==> src/rtl/key_event_fifo.sv <==
// rtl/key_event_fifo.sv - keypad debouncer feeding a first-word-fall-through key event queue
// Optional auto-repeat while held is enabled by defining KEY_REPEAT_EN.
module key_event_fifo #(
  parameter int DEBOUNCE_CYCLES = 250000,
  parameter int DEPTH           = 4,
  parameter int REPEAT_CYCLES   = 12500000
) (
  input  logic                     clk,
  input  logic                     rst,
  input  logic [4:0]               key_raw,
  input  logic                     pressed_raw,
  input  logic                     pop,
  output logic [4:0]               key,
  output logic                     valid,
  output logic [$clog2(DEPTH):0]   count,
  output logic                     overflow
);

  localparam int CW = $clog2(DEBOUNCE_CYCLES);
  localparam int AW = $clog2(DEPTH);

  if (DEBOUNCE_CYCLES < 2 || DEPTH < 2 || (DEPTH & (DEPTH - 1)) != 0 || REPEAT_CYCLES < 2) begin : g_bad_params
    $error("key_event_fifo: illegal parameter combination");
  end

  typedef enum logic [1:0] {IDLE, CONFIRM_PRESS, HELD, CONFIRM_RELEASE} state_t;

  state_t          state, state_nx;
  logic [4:0]      key_m, key_s, code;
  logic            pressed_m, pressed_s;
  logic [CW-1:0]   cnt;
  logic            cnt_done;
  logic            press_push, rpt_push, push;

  logic [4:0]      mem [DEPTH];
  logic [AW-1:0]   wr_ptr, rd_ptr;
  logic            full, do_push, do_pop;

  // Raw scanner outputs are asynchronous to clk
  always_ff @(posedge clk or posedge rst) begin
    if (rst) begin
      key_m     <= '0;
      key_s     <= '0;
      pressed_m <= 1'b0;
      pressed_s <= 1'b0;
    end else begin
      key_m     <= key_raw;
      key_s     <= key_m;
      pressed_m <= pressed_raw;
      pressed_s <= pressed_m;
    end
  end

  assign cnt_done = (cnt == CW'(DEBOUNCE_CYCLES - 1));

  always_ff @(posedge clk or posedge rst) begin
    if (rst) state <= IDLE;
    else     state <= state_nx;
  end

  always_comb begin
    state_nx = state;
    case (state)
      IDLE:            if (pressed_s) state_nx = CONFIRM_PRESS;
      CONFIRM_PRESS:   if (!pressed_s || key_s != code) state_nx = IDLE;
                       else if (cnt_done)            state_nx = HELD;
      HELD:            if (!pressed_s) state_nx = CONFIRM_RELEASE;
      CONFIRM_RELEASE: if (pressed_s)     state_nx = HELD;
                       else if (cnt_done) state_nx = IDLE;
      default:         state_nx = IDLE;
    endcase
  end

  always_comb begin
    press_push = (state == CONFIRM_PRESS) && pressed_s && (key_s == code) && cnt_done;
    push       = press_push || rpt_push;
  end

  always_ff @(posedge clk or posedge rst) begin
    if (rst) begin
      code <= '0;
      cnt  <= '0;
    end else begin
      case (state)
        IDLE: if (pressed_s) begin
          code <= key_s;
          cnt  <= '0;
        end
        CONFIRM_PRESS:   if (pressed_s && key_s == code && !cnt_done) cnt <= cnt + 1'b1;
        HELD:            if (!pressed_s) cnt <= '0;
        CONFIRM_RELEASE: if (!pressed_s && !cnt_done) cnt <= cnt + 1'b1;
        default:         cnt <= '0;
      endcase
    end
  end

`ifdef KEY_REPEAT_EN
  localparam int RW = $clog2(REPEAT_CYCLES);
  logic [RW-1:0] rpt;

  assign rpt_push = (state == HELD) && pressed_s && (rpt == RW'(REPEAT_CYCLES - 1));

  // Period restarts on every entry to HELD, including a bounce back from CONFIRM_RELEASE
  always_ff @(posedge clk or posedge rst) begin
    if (rst)                                      rpt <= '0;
    else if (state_nx == HELD && state != HELD)   rpt <= '0;
    else if (state == HELD)                       rpt <= rpt_push ? '0 : rpt + 1'b1;
  end
`else
  assign rpt_push = 1'b0;
`endif

  assign valid   = (count != '0);
  assign full    = (count == (AW + 1)'(DEPTH));
  assign do_pop  = pop && valid;
  // A pop on the same edge frees the slot, so a full queue still accepts the push
  assign do_push = push && (!full || do_pop);
  assign key     = valid ? mem[rd_ptr] : 5'd0;

  always_ff @(posedge clk) begin
    if (do_push) mem[wr_ptr] <= code;
  end

  always_ff @(posedge clk or posedge rst) begin
    if (rst) begin
      wr_ptr   <= '0;
      rd_ptr   <= '0;
      count    <= '0;
      overflow <= 1'b0;
    end else begin
      if (do_push) wr_ptr <= wr_ptr + 1'b1;
      if (do_pop)  rd_ptr <= rd_ptr + 1'b1;
      case ({do_push, do_pop})
        2'b10:   count <= count + 1'b1;
        2'b01:   count <= count - 1'b1;
        default: count <= count;
      endcase
      overflow <= push && !do_push;
    end
  end

endmodule
==> config.mk <==
export PLATFORM = sky130hd
export DESIGN_NAME = key_event_fifo
export DESIGN_NICKNAME = d
export VERILOG_FILES = /design/src/rtl/key_event_fifo.sv
export SDC_FILE = /design/constraint.sdc
export NUM_CORES = 1
export LEC_CHECK = 0
export BUFFER_PORTS_ARGS = -buffer_cell sky130_fd_sc_hd__buf_2
export CAP_MARGIN = 20
export CORE_MARGIN = 2
export CORE_UTILIZATION = 50
export CTS_CLUSTER_SIZE = 8
export DETAILED_ROUTE_END_ITERATION = 16
export PLACE_DENSITY = 0.8
export SYNTH_ARGS = -nofsm -noshare
export SYNTH_HDL_FRONTEND = slang
export SYNTH_SLANG_ARGS = --single-unit
==> constraint.sdc <==
create_clock -name clk -period 2.46 [get_ports clk]
set_input_delay 0.615 -clock clk [delete_from_list [all_inputs] [get_ports clk]]
set_output_delay 0.615 -clock clk [all_outputs]
set_load 0.01 [all_outputs]
==> flow_summary.ini <==
[grt]
grt_pass1_wl_um = 8620
track_usage = 0.179
grt_overflow = 0
grt_pass1_vias = 1912
grt_max_degree = 46
antenna_found_initial = 0

[floorplan]
initial_core_util = 0.509
dieArea_um2 = 6550
die_width_um = 80.9
pin_count = 19
coreArea_um2 = 5820
fp-row-count = 28
fp.dieH_um = 80.9

[clock_tree]
clock_sinks = 65
cts_buffers = 9
clockBufferDepth = 2
cts_max_level = 3
cts_tree = built
clk_pin_slew_ps = 70
clock-root-buffer = clkbuf_8
worstSkewPairLatency_ps = 350

[pwr]
leakage_nw = 1.47
power_density_nw_per_um2 = 786
vdd.ir_drop.worst_uv = 413

[route]
routedWlPerCell_um = 14.6
drc = 0
dr_total_vias = 1941
first_iter_violations = 80
finalWirelength_um = 5300
ant_nets = 0
drt_pass1_iterations = 4
viasPerCell = 5.36

[logic_synthesis]
yosysUniqueCellTypes = 47
syn_nets = 252
ys_seq_area_frac = 0.584
synth_edf_count = 20
ys.flop_type = dfrtp_1
synth-async-reset-ratio = 0.692
synth_area_leader_cell = dfrtp_1
yosys_warnings = 0
synthTopCellsByArea = dfrtp_1 38%, edfxtp_1 20%, xor2_1 3.8%, mux4_2 3.8%, nand2_1 2.3%
synthTopCellsByCount = 45 x dfrtp_1, 20 x edfxtp_1, 18 x nand2_1, 18 x nor2_1, 13 x xor2_1
syn-instance-count = 237
yosys.area.top_type_share = 0.381
ys_ff_latch = 65
syn_area_per_cell_um2 = 12.5
yosysMostFrequentCell = dfrtp_1
syn_area_um2 = 2960

[timing]
worst_slack_ps = 55.5
rsz0062_at_grt = yes
slew_headroom = 0.626
fmax_ghz = 0.416
finClkSkew_ps = 9.89
setup_violations = 0
period_needed_ps = 2400
drv_slew = 0
hold_viol = 0
fin_crit_sh = 0.977
tightest_slew_ps = 561

[outcome]
status = finished clean

[critical_path]
crit_family = simple AND/OR/NAND/NOR gates
max_stage_delay_ps = 410
arrival_ps = 2630
cp.required_ps = 2680
cp_max_fo = 3
worstSetupPathType = flip-flop to flip-flop
path_cells = nor4b_4 > and3_1 > nand4_1 > nor2b_4 > fa_2 > nand2b_4 > mux2i_2 > nor2_1 > or3_1
end_kind = flip-flop
crit_path_start_kind = flip-flop
crit_path_top_delay_cell = dfrtp_1
cp.buffers_inverters = 0

[placement]
io_buffers = 18
hpwlAfterDp_um = 3620
gp_congestion = 0.810
preCtsSetupSlack_ps = 15.8
dp.cells = 343

[job]
cap_viol_max_count = 0

[final_layout]
fin_nets = 297
antenna_cells = 0
drive_gt1_frac = 0.289
fin_cells = 362
area_growth_pct = 18.5

[worst_hold_path]
worstHoldPathType = flip-flop to flip-flop
stage by stage:
stage / hold slack, ps / util / cell area, µm² / setup TNS, ps / total power, W
2_1_floorplan: 331 / - / 3010 / -45.6 / 0.00176
3_3_place_gp: 336 / 0.568 / 3310 / 0 / 0.00197
3_5_place_dp: 335 / 0.568 / 3310 / 0 / 0.00198
4_1_cts: 350 / 0.599 / 3480 / 0 / 0.00277
5_1_grt: 359 / 0.603 / 3510 / -220 / 0.00290
6_report: 349 / 0.603 / 3510 / 0 / 0.00276
cells by family after synthesis:
kind of cell	count (synthesis)	share of synthesized area
adder cells (fa/ha/maj)	6	0.0279
flip-flops	65	0.584
multiplexers	13	0.0689
AND/OR/NAND/NOR	89	0.171
buffers and inverters	15	0.0207
XOR/XNOR	20	0.0592
AO/OA/AOI/OAI	29	0.0689
worst paths after layout:
kind / start / endpoint / slack, ps / cells after the start
setup / recovery: cnt[5] / count[2] / 60 / 9
hold / removal: key_m[4] / key_s[4] / 350 / 0
setup reg to reg: cnt[5] / count[2] / 60 / 9
hold reg to reg: key_m[4] / key_s[4] / 350 / 0
max in group asynchronous: rst / rd_ptr[0] / 1670 / 3
min in group asynchronous: rst / key_m[4] / 390 / 3
state kept, by name (all words and copies together) (netlist names):
register and cells:
mem 20, cnt 18, code 5, key_m 5, key_s 5, count 3, rd_ptr 2, state 2
wr_ptr 2, overflow 1, pressed_m 1, pressed_s 1
routing by layer:
| layer | track usage | part of all wire | vias to the layer above |
|---|---|---|---|
| li1 | - | - | 949 |
| met1 | 0.229 | 0.47 | 950 |
| met5 | 0 | 0 | - |
| met2 | 0.279 | 0.47 | 32 |
| met4 | 0.107 | 0.026 | 0 |
| met3 | 0.0433 | 0.034 | 10 |
what timing repair did:
item                                    CTS  global route
setup buffers                             1             2
cloned                                    0             0
resized for setup                         0             2
hold buffers                              0             0
endpoints found under the setup margin    1             6
pin swaps                                 0             2
cell type report:
type	count	area (µm²)
multi-input cells	157	1230
flip-flops and latches	65	1730
clock inverters	7	45.0
well taps	75	93.8
fillers	495	2310
repair buffers	40	255
clock buffers	9	124
inverters	9	33.8
power by group:
part,switching [W],internal [W]
logic,0.000317,0.000351
clock network,0.000417,0.000361
registers,0.000113,0.00120
total,0.000847,0.00191
layout by cell type (no fill, tap or decap), types with 3 or more instances in the layout:
cell type / instances
o31ai_1: 5
ha_1: 4
inv_1: 8
nand4_1: 8
nand2_1: 18
and3_4: 3
xor2_1: 13
mux4_2: 5
buf_2: 18
xnor2_1: 7
nand3_1: 10
o21ai_0: 10
and2_1: 9
dfrtp_1: 45
nor2_1: 18
clkbuf_8: 9
edfxtp_1: 20
and3_1: 4
mux2_2: 5
buf_4: 22
Note: power is estimated with default switching activity, not from simulation.
